<file path="config.mk">
export PLATFORM = sky130hd
export DESIGN_NAME = ml_maxlog_llr_engine
export DESIGN_NICKNAME = d
export VERILOG_FILES = /design/src/rtl/ml_maxlog_llr_engine.sv
export SDC_FILE = /design/constraint.sdc
export NUM_CORES = 2
export LEC_CHECK = 0
export CORE_MARGIN = 4
export CORE_UTILIZATION = 60
export CTS_BUF_LIST = sky130_fd_sc_hd__clkbuf_8
export CTS_CLUSTER_SIZE = 24
export DETAILED_ROUTE_END_ITERATION = 12
export PLACE_DENSITY = 0.77
export SYNTH_ARGS = -nofsm -noshare
export SYNTH_HDL_FRONTEND = slang
export SYNTH_SLANG_ARGS = --single-unit
</file>
<file path="constraint.sdc">
create_clock -name i_clk -period 10.1 [get_ports i_clk]
set_input_delay 2.02 -clock i_clk [delete_from_list [all_inputs] [get_ports i_clk]]
set_output_delay 2.02 -clock i_clk [all_outputs]
set_load 0.05 [all_outputs]
</file>
<file path="src/rtl/ml_maxlog_llr_engine.sv">
// Max-log ML soft demapper: sweeps all 2^NBITS hypotheses NPAR per cycle, keeps per-bit minimum
// metrics, then pushes saturated, scaled LLRs and hard bits into a ready/valid output FIFO.
module ml_maxlog_llr_engine #(
    parameter int NBITS     = 8,
    parameter int NPAR      = 4,
    parameter int MW        = 10,
    parameter int LLRW      = 8,
    parameter int BUF_DEPTH = 32
) (
    input  logic                   i_clk,
    input  logic                   i_reset,
    input  logic                   i_trig,
    input  logic [2:0]             i_llr_shift,
    output logic                   o_ready,
    output logic [NBITS-1:0]       o_hyp_base,
    input  logic [NPAR*MW-1:0]     i_metric,
    output logic                   o_vec_done,
    output logic                   o_rd_vld,
    input  logic                   i_rd_rdy,
    output logic signed [LLRW-1:0] o_llr,
    output logic                   o_hard_bit
);
    localparam int S   = (2 ** NBITS) / NPAR;
    localparam int LGP = $clog2(NPAR);
    localparam int CW  = (S > 1) ? $clog2(S) : 1;
    localparam int AW  = $clog2(BUF_DEPTH);
    localparam int PW  = AW + 1;
    localparam int EW  = LLRW + 1;
    localparam logic signed [MW:0] LLR_MAX = (MW + 1)'(2 ** (LLRW - 1) - 1);

    typedef enum logic [1:0] {IDLE, SWEEP, WRITE} state_t;

    state_t                 state_q;
    logic [CW-1:0]          step_q;
    logic [2:0]             shift_q;
    logic                   vec_done_q;
    logic [MW-1:0]          m0_q [NBITS];
    logic [MW-1:0]          m1_q [NBITS];
    logic [MW-1:0]          m0_d [NBITS];
    logic [MW-1:0]          m1_d [NBITS];
    logic [PW-1:0]          wr_ptr_q, rd_ptr_q, count;
    logic [EW-1:0]          mem_q [BUF_DEPTH];
    logic                   empty, full, pop;
    logic signed [LLRW-1:0] llr_v [NBITS];
    logic [NBITS-1:0]       hard_v;

    // Symmetric saturation: the most-negative code is never produced.
    function automatic logic signed [LLRW-1:0] sat_llr(input logic [MW-1:0] m1,
                                                        input logic [MW-1:0] m0,
                                                        input logic [2:0]    sh);
        logic signed [MW:0] d;
        d = $signed({1'b0, m1}) - $signed({1'b0, m0});
        d = d >>> sh;
        if (d > LLR_MAX)
            d = LLR_MAX;
        else if (d < -LLR_MAX)
            d = -LLR_MAX;
        return d[LLRW-1:0];
    endfunction

    assign o_hyp_base = NBITS'(step_q) << LGP;

    always_comb begin
        logic [NBITS-1:0] h;
        logic [MW-1:0]    mv;
        h  = '0;
        mv = '0;
        for (int b = 0; b < NBITS; b++) begin
            m0_d[b] = m0_q[b];
            m1_d[b] = m1_q[b];
        end
        for (int k = 0; k < NPAR; k++) begin
            h  = o_hyp_base + NBITS'(k);
            mv = i_metric[k*MW +: MW];
            for (int b = 0; b < NBITS; b++) begin
                if (h[b]) begin
                    if (mv < m1_d[b]) m1_d[b] = mv;
                end else begin
                    if (mv < m0_d[b]) m0_d[b] = mv;
                end
            end
        end
    end

    always_comb begin
        for (int b = 0; b < NBITS; b++) begin
            llr_v[b]  = sat_llr(m1_q[b], m0_q[b], shift_q);
            hard_v[b] = (m1_q[b] < m0_q[b]);
        end
    end

    assign count = wr_ptr_q - rd_ptr_q;
    assign empty = (wr_ptr_q == rd_ptr_q);
    assign full  = (wr_ptr_q[AW] != rd_ptr_q[AW]) && (wr_ptr_q[AW-1:0] == rd_ptr_q[AW-1:0]);
    assign pop   = !empty && i_rd_rdy;

    assign o_ready    = (state_q == IDLE) && !full && (count <= PW'(BUF_DEPTH - NBITS));
    assign o_rd_vld   = !empty;
    assign o_vec_done = vec_done_q;
    assign o_llr      = empty ? '0 : mem_q[rd_ptr_q[AW-1:0]][LLRW-1:0];
    assign o_hard_bit = empty ? 1'b0 : mem_q[rd_ptr_q[AW-1:0]][LLRW];

    always_ff @(posedge i_clk or posedge i_reset) begin
        if (i_reset) begin
            state_q    <= IDLE;
            step_q     <= '0;
            shift_q    <= '0;
            vec_done_q <= 1'b0;
            wr_ptr_q   <= '0;
            rd_ptr_q   <= '0;
            for (int b = 0; b < NBITS; b++) begin
                m0_q[b] <= '1;
                m1_q[b] <= '1;
            end
        end else begin
            rd_ptr_q <= rd_ptr_q + PW'(pop);
            case (state_q)
                IDLE: begin
                    if (i_trig && o_ready) begin
                        state_q <= SWEEP;
                        step_q  <= '0;
                        shift_q <= i_llr_shift;
                        for (int b = 0; b < NBITS; b++) begin
                            m0_q[b] <= '1;
                            m1_q[b] <= '1;
                        end
                    end
                end
                SWEEP: begin
                    for (int b = 0; b < NBITS; b++) begin
                        m0_q[b] <= m0_d[b];
                        m1_q[b] <= m1_d[b];
                    end
                    step_q <= step_q + CW'(1);
                    if (step_q == CW'(S - 1)) begin
                        state_q    <= WRITE;
                        vec_done_q <= 1'b1;
                    end
                end
                WRITE: begin
                    wr_ptr_q   <= wr_ptr_q + PW'(NBITS);
                    vec_done_q <= 1'b0;
                    state_q    <= IDLE;
                end
                default: state_q <= IDLE;
            endcase
        end
    end

    // All NBITS entries land in one cycle; the index wraps modulo BUF_DEPTH.
    always_ff @(posedge i_clk) begin
        if (state_q == WRITE) begin
            for (int b = 0; b < NBITS; b++)
                mem_q[wr_ptr_q[AW-1:0] + AW'(b)] <= {hard_v[b], llr_v[b]};
        end
    end

endmodule

</file>
==> results.txt <==
* Result of the run: complete, no violations
- Maximum number of pins on one net before global-route repair: 117
- The setup path with the least slack is of type in2reg.
- Synth cell types: 105
* Most instantiated library cell after synthesis: sky130_fd_sc_hd__ha_1
* Clock Latency Late Sink: 740 ps
- Layout-stage area growth over the synthesis result: 8.85%
- Number of rows created at floorplan: 98
- TritonCTS built the clock tree.
- Flip-flop and latch count after synthesis: 469
- 67 I/O pins were placed.
- The detailed router finished its first iteration with 5266 violations.
- Summed over all instances, the cell type with the most area after synthesis is sky130_fd_sc_hd__edfxtp_1.
* Wire length the detailed router placed on met1: 60300 um
- Setup violations remaining at the end of the flow were counted as 0.
- The floorplan step set the die height to 277 um.
* Number of antenna violations at the first check in global routing: 8
- Sorting the synthesized cells by how often they occur yields sky130_fd_sc_hd__ha_1, sky130_fd_sc_hd__nor2_1, sky130_fd_sc_hd__a21oi_1, sky130_fd_sc_hd__inv_1, sky130_fd_sc_hd__mux2i_1.
- The die is 277 um wide.
- Of all flip-flops after synthesis, the portion carrying an async set or reset was 38.6%.
- Detailed route wirelength on metal2: 67000 um
* Core area: 71500 um2
- Counting the buffers created by CTS gives 81.
- Summing every instance area after synthesis gives 43300 um2.
* Dpl hpwl: 116000 um
* Max-cap check violation count: 0
- Type of the most critical hold path: reg2reg
- CP dominant cell by count: sky130_fd_sc_hd__a21o_1
* Total number of vias: 40048
- After detailed routing, the number of vias per cell comes to 6.84.
- Post-synthesis sequential area ratio: 30.9%
- Initial cell density of the core: 60.5%
- Worst Path Max Fanout: 12
- Via count of the first global-routing pass: 38139
- CTS saw 469 sinks.
* Wire length of the first global-routing pass: 240000 um
- Slew headroom: 8.59%
- Pin slew with the least headroom to its limit: 1370 ps
- For this run, design rule violations remaining after detail routing come to 0.
- Data arrival time at the worst-slack endpoint: 10190 ps
- Uppermost layer routed: met5
- Final critical-path share of the clock period: 95.1%
- Number of routed nets with antenna violations: 0
- The slowest stage of the critical path is the sky130_fd_sc_hd__o31a_1 cell.
* Number of enable-type register cells in the synthesized netlist: 288
* Global placement routability congestion: 1.05
- The clock period could shrink to 9610 ps.
- Remaining global-route overflow: 0
- Yosys printed 0 warnings.
* Reg-to-reg slack, setup: 1590 ps
* Post-Route Utilization: 65.9%
- The longest clock path from root to sink contains 3 buffers.
- The clock arrives with 70.1 ps of skew.
- The number of pins with negative max-slew slack in the final report was 0.
* Mapped Avg Cell Area: 9.09 um2
- Port buffering added 64 buffers.
* Pre-antenna DRT Iters: 10
- After technology mapping, the gate count stands at 4761.
- RSZ-0062 raised after global routing: no
* Area fraction of the dominant cell type after synthesis: 20.0%
- The die covers 76500 um2.
* Net total in the final layout: 5449
* Placement-stage worst setup slack: -17.1 ps
- Setup slack after layout: 491 ps
* Hold Vio Cnt, Final: 0
* Number of levels the H-tree was split into: 3
- Ranked by total cell area, the synthesized netlist is headed by sky130_fd_sc_hd__edfxtp_1, sky130_fd_sc_hd__ha_1, sky130_fd_sc_hd__dfstp_2.
- Cells with a size suffix above 1 make up 12.1% of the layout.
* Average routed wire per standard cell: 27.8 um
- STA classifies the critical path endpoint as a flop.
- Kind of launch point of the worst setup path: primary input
- In this design, the stage delay of the slowest critical-path cell is 630 ps.
* Worst-path clk slew: 50 ps
* GRT Total Usage: 41.1%
- The tree is rooted in a sky130_fd_sc_hd__clkbuf_8.
- Most used flip-flop cell after synthesis: sky130_fd_sc_hd__edfxtp_1
- Post-Route WL: 163000 um
- Data on the critical path is required at its endpoint by 10680 ps.
- Based on the critical path, the design can be clocked at up to 104 MHz.
* Wire length on met3: 20400 um
kinds of logic after synthesis:
logic type | count (synthesis) | share of synthesized area [%]
AOI/OAI and AO/OA | 1356 | 20.8
and+or+nand+nor | 1290 | 14.1
buffers and inverters | 610 | 5.52
adders and majority gates | 579 | 16.9
DFF | 469 | 30.9
muxes | 424 | 11.2
xor gates and xnor gates | 32 | 0.648
other | 1 | 0.00867
layout make-up:
type	count	area, um2
tap	950	1190
timing repair buffer	222	1900
sequential	469	13400
clock inverter	58	408
antenna	10	25.0
fill	5838	24400
inverter	372	1400
clock buffer	88	1210
multi-input combinational	3683	27600
placed cells by master (no fill, tap or decap), types with 28 or more instances in the layout:
cell type and instances:
sky130_fd_sc_hd__a21oi_1 402, sky130_fd_sc_hd__nor2_1 439, sky130_fd_sc_hd__o221a_1 28, sky130_fd_sc_hd__nor2b_1 82
sky130_fd_sc_hd__clkdlybuf4s50_1 52, sky130_fd_sc_hd__nand3_1 88, sky130_fd_sc_hd__a221oi_1 45, sky130_fd_sc_hd__clkbuf_8 88
sky130_fd_sc_hd__and3_1 30, sky130_fd_sc_hd__o21ai_0 278, sky130_fd_sc_hd__a211oi_1 53, sky130_fd_sc_hd__a21o_1 110
sky130_fd_sc_hd__a21boi_0 45, sky130_fd_sc_hd__ha_1 565, sky130_fd_sc_hd__mux4_2 43, sky130_fd_sc_hd__o211ai_1 42
sky130_fd_sc_hd__nand2_1 302, sky130_fd_sc_hd__nand2b_1 42, sky130_fd_sc_hd__nand4_1 63, sky130_fd_sc_hd__mux2i_1 351
sky130_fd_sc_hd__nor3_1 106, sky130_fd_sc_hd__dfstp_2 160, sky130_fd_sc_hd__a31oi_1 38, sky130_fd_sc_hd__edfxtp_1 288
sky130_fd_sc_hd__inv_1 391, sky130_fd_sc_hd__buf_4 148
metrics by stage:
stage / hold slack (ps) / TNS [ps] / instances / area [um2]
6_report: 478 / 0 / 5852 / 47100
4_1_cts: 484 / 0 / 5839 / 47000
5_1_grt: 501 / 0 / 5843 / 47100
2_1_floorplan: 462 / 0 / 4762 / 43300
3_3_place_gp: 471 / -339 / 5693 / 45400
3_5_place_dp: 472 / -38.9 / 5693 / 45400
registers in the layout, indices dropped and copies added, names as in the netlist:
register / cells
shift_q: 3
o_vec_done: 1
rd_ptr_q: 6
step_q: 6
mem_q: 288
m1_q: 80
m0_q: 80
wr_ptr_q: 3
state_q: 2
what timing repair did:
action,CTS,global route
resized for setup,0,7
hold endpoints to repair,0,0
setup buffers,0,3
hold buffers,0,0
setup endpoints to repair,0,29
worst max-delay path: cells and delay by family:
kind | cells | cell delay, ps
AOI/OAI and AO/OA | 18 | 4190
buffers and inverters | 6 | 1360
adders and majority gates | 4 | 1210
muxes | 3 | 910
and+or+nand+nor | 5 | 500
final timing paths:
kind,start,depth (start not counted),end
setup / recovery,i_metric[4],36,m0_q[39]
hold / removal,o_vec_done,1,o_vec_done
setup reg to reg,m1_q[37],40,m1_q[35]
hold reg to reg,o_vec_done,1,o_vec_done
max in group asynchronous,i_reset,3,shift_q[0]
min in group asynchronous,i_reset,2,wr_ptr_q[3]
layer usage:
metal  up-vias  global-route usage, %
met4         4                   30.1
met3       809                   12.4
met5         -                      0
li1      17901                      -
met1     18737                   51.1
met2      2597                   60.5
Power is left out: the tool's default activity adds up to more than one toggle a clock period on the data nets, which glitch-free logic cannot reach.
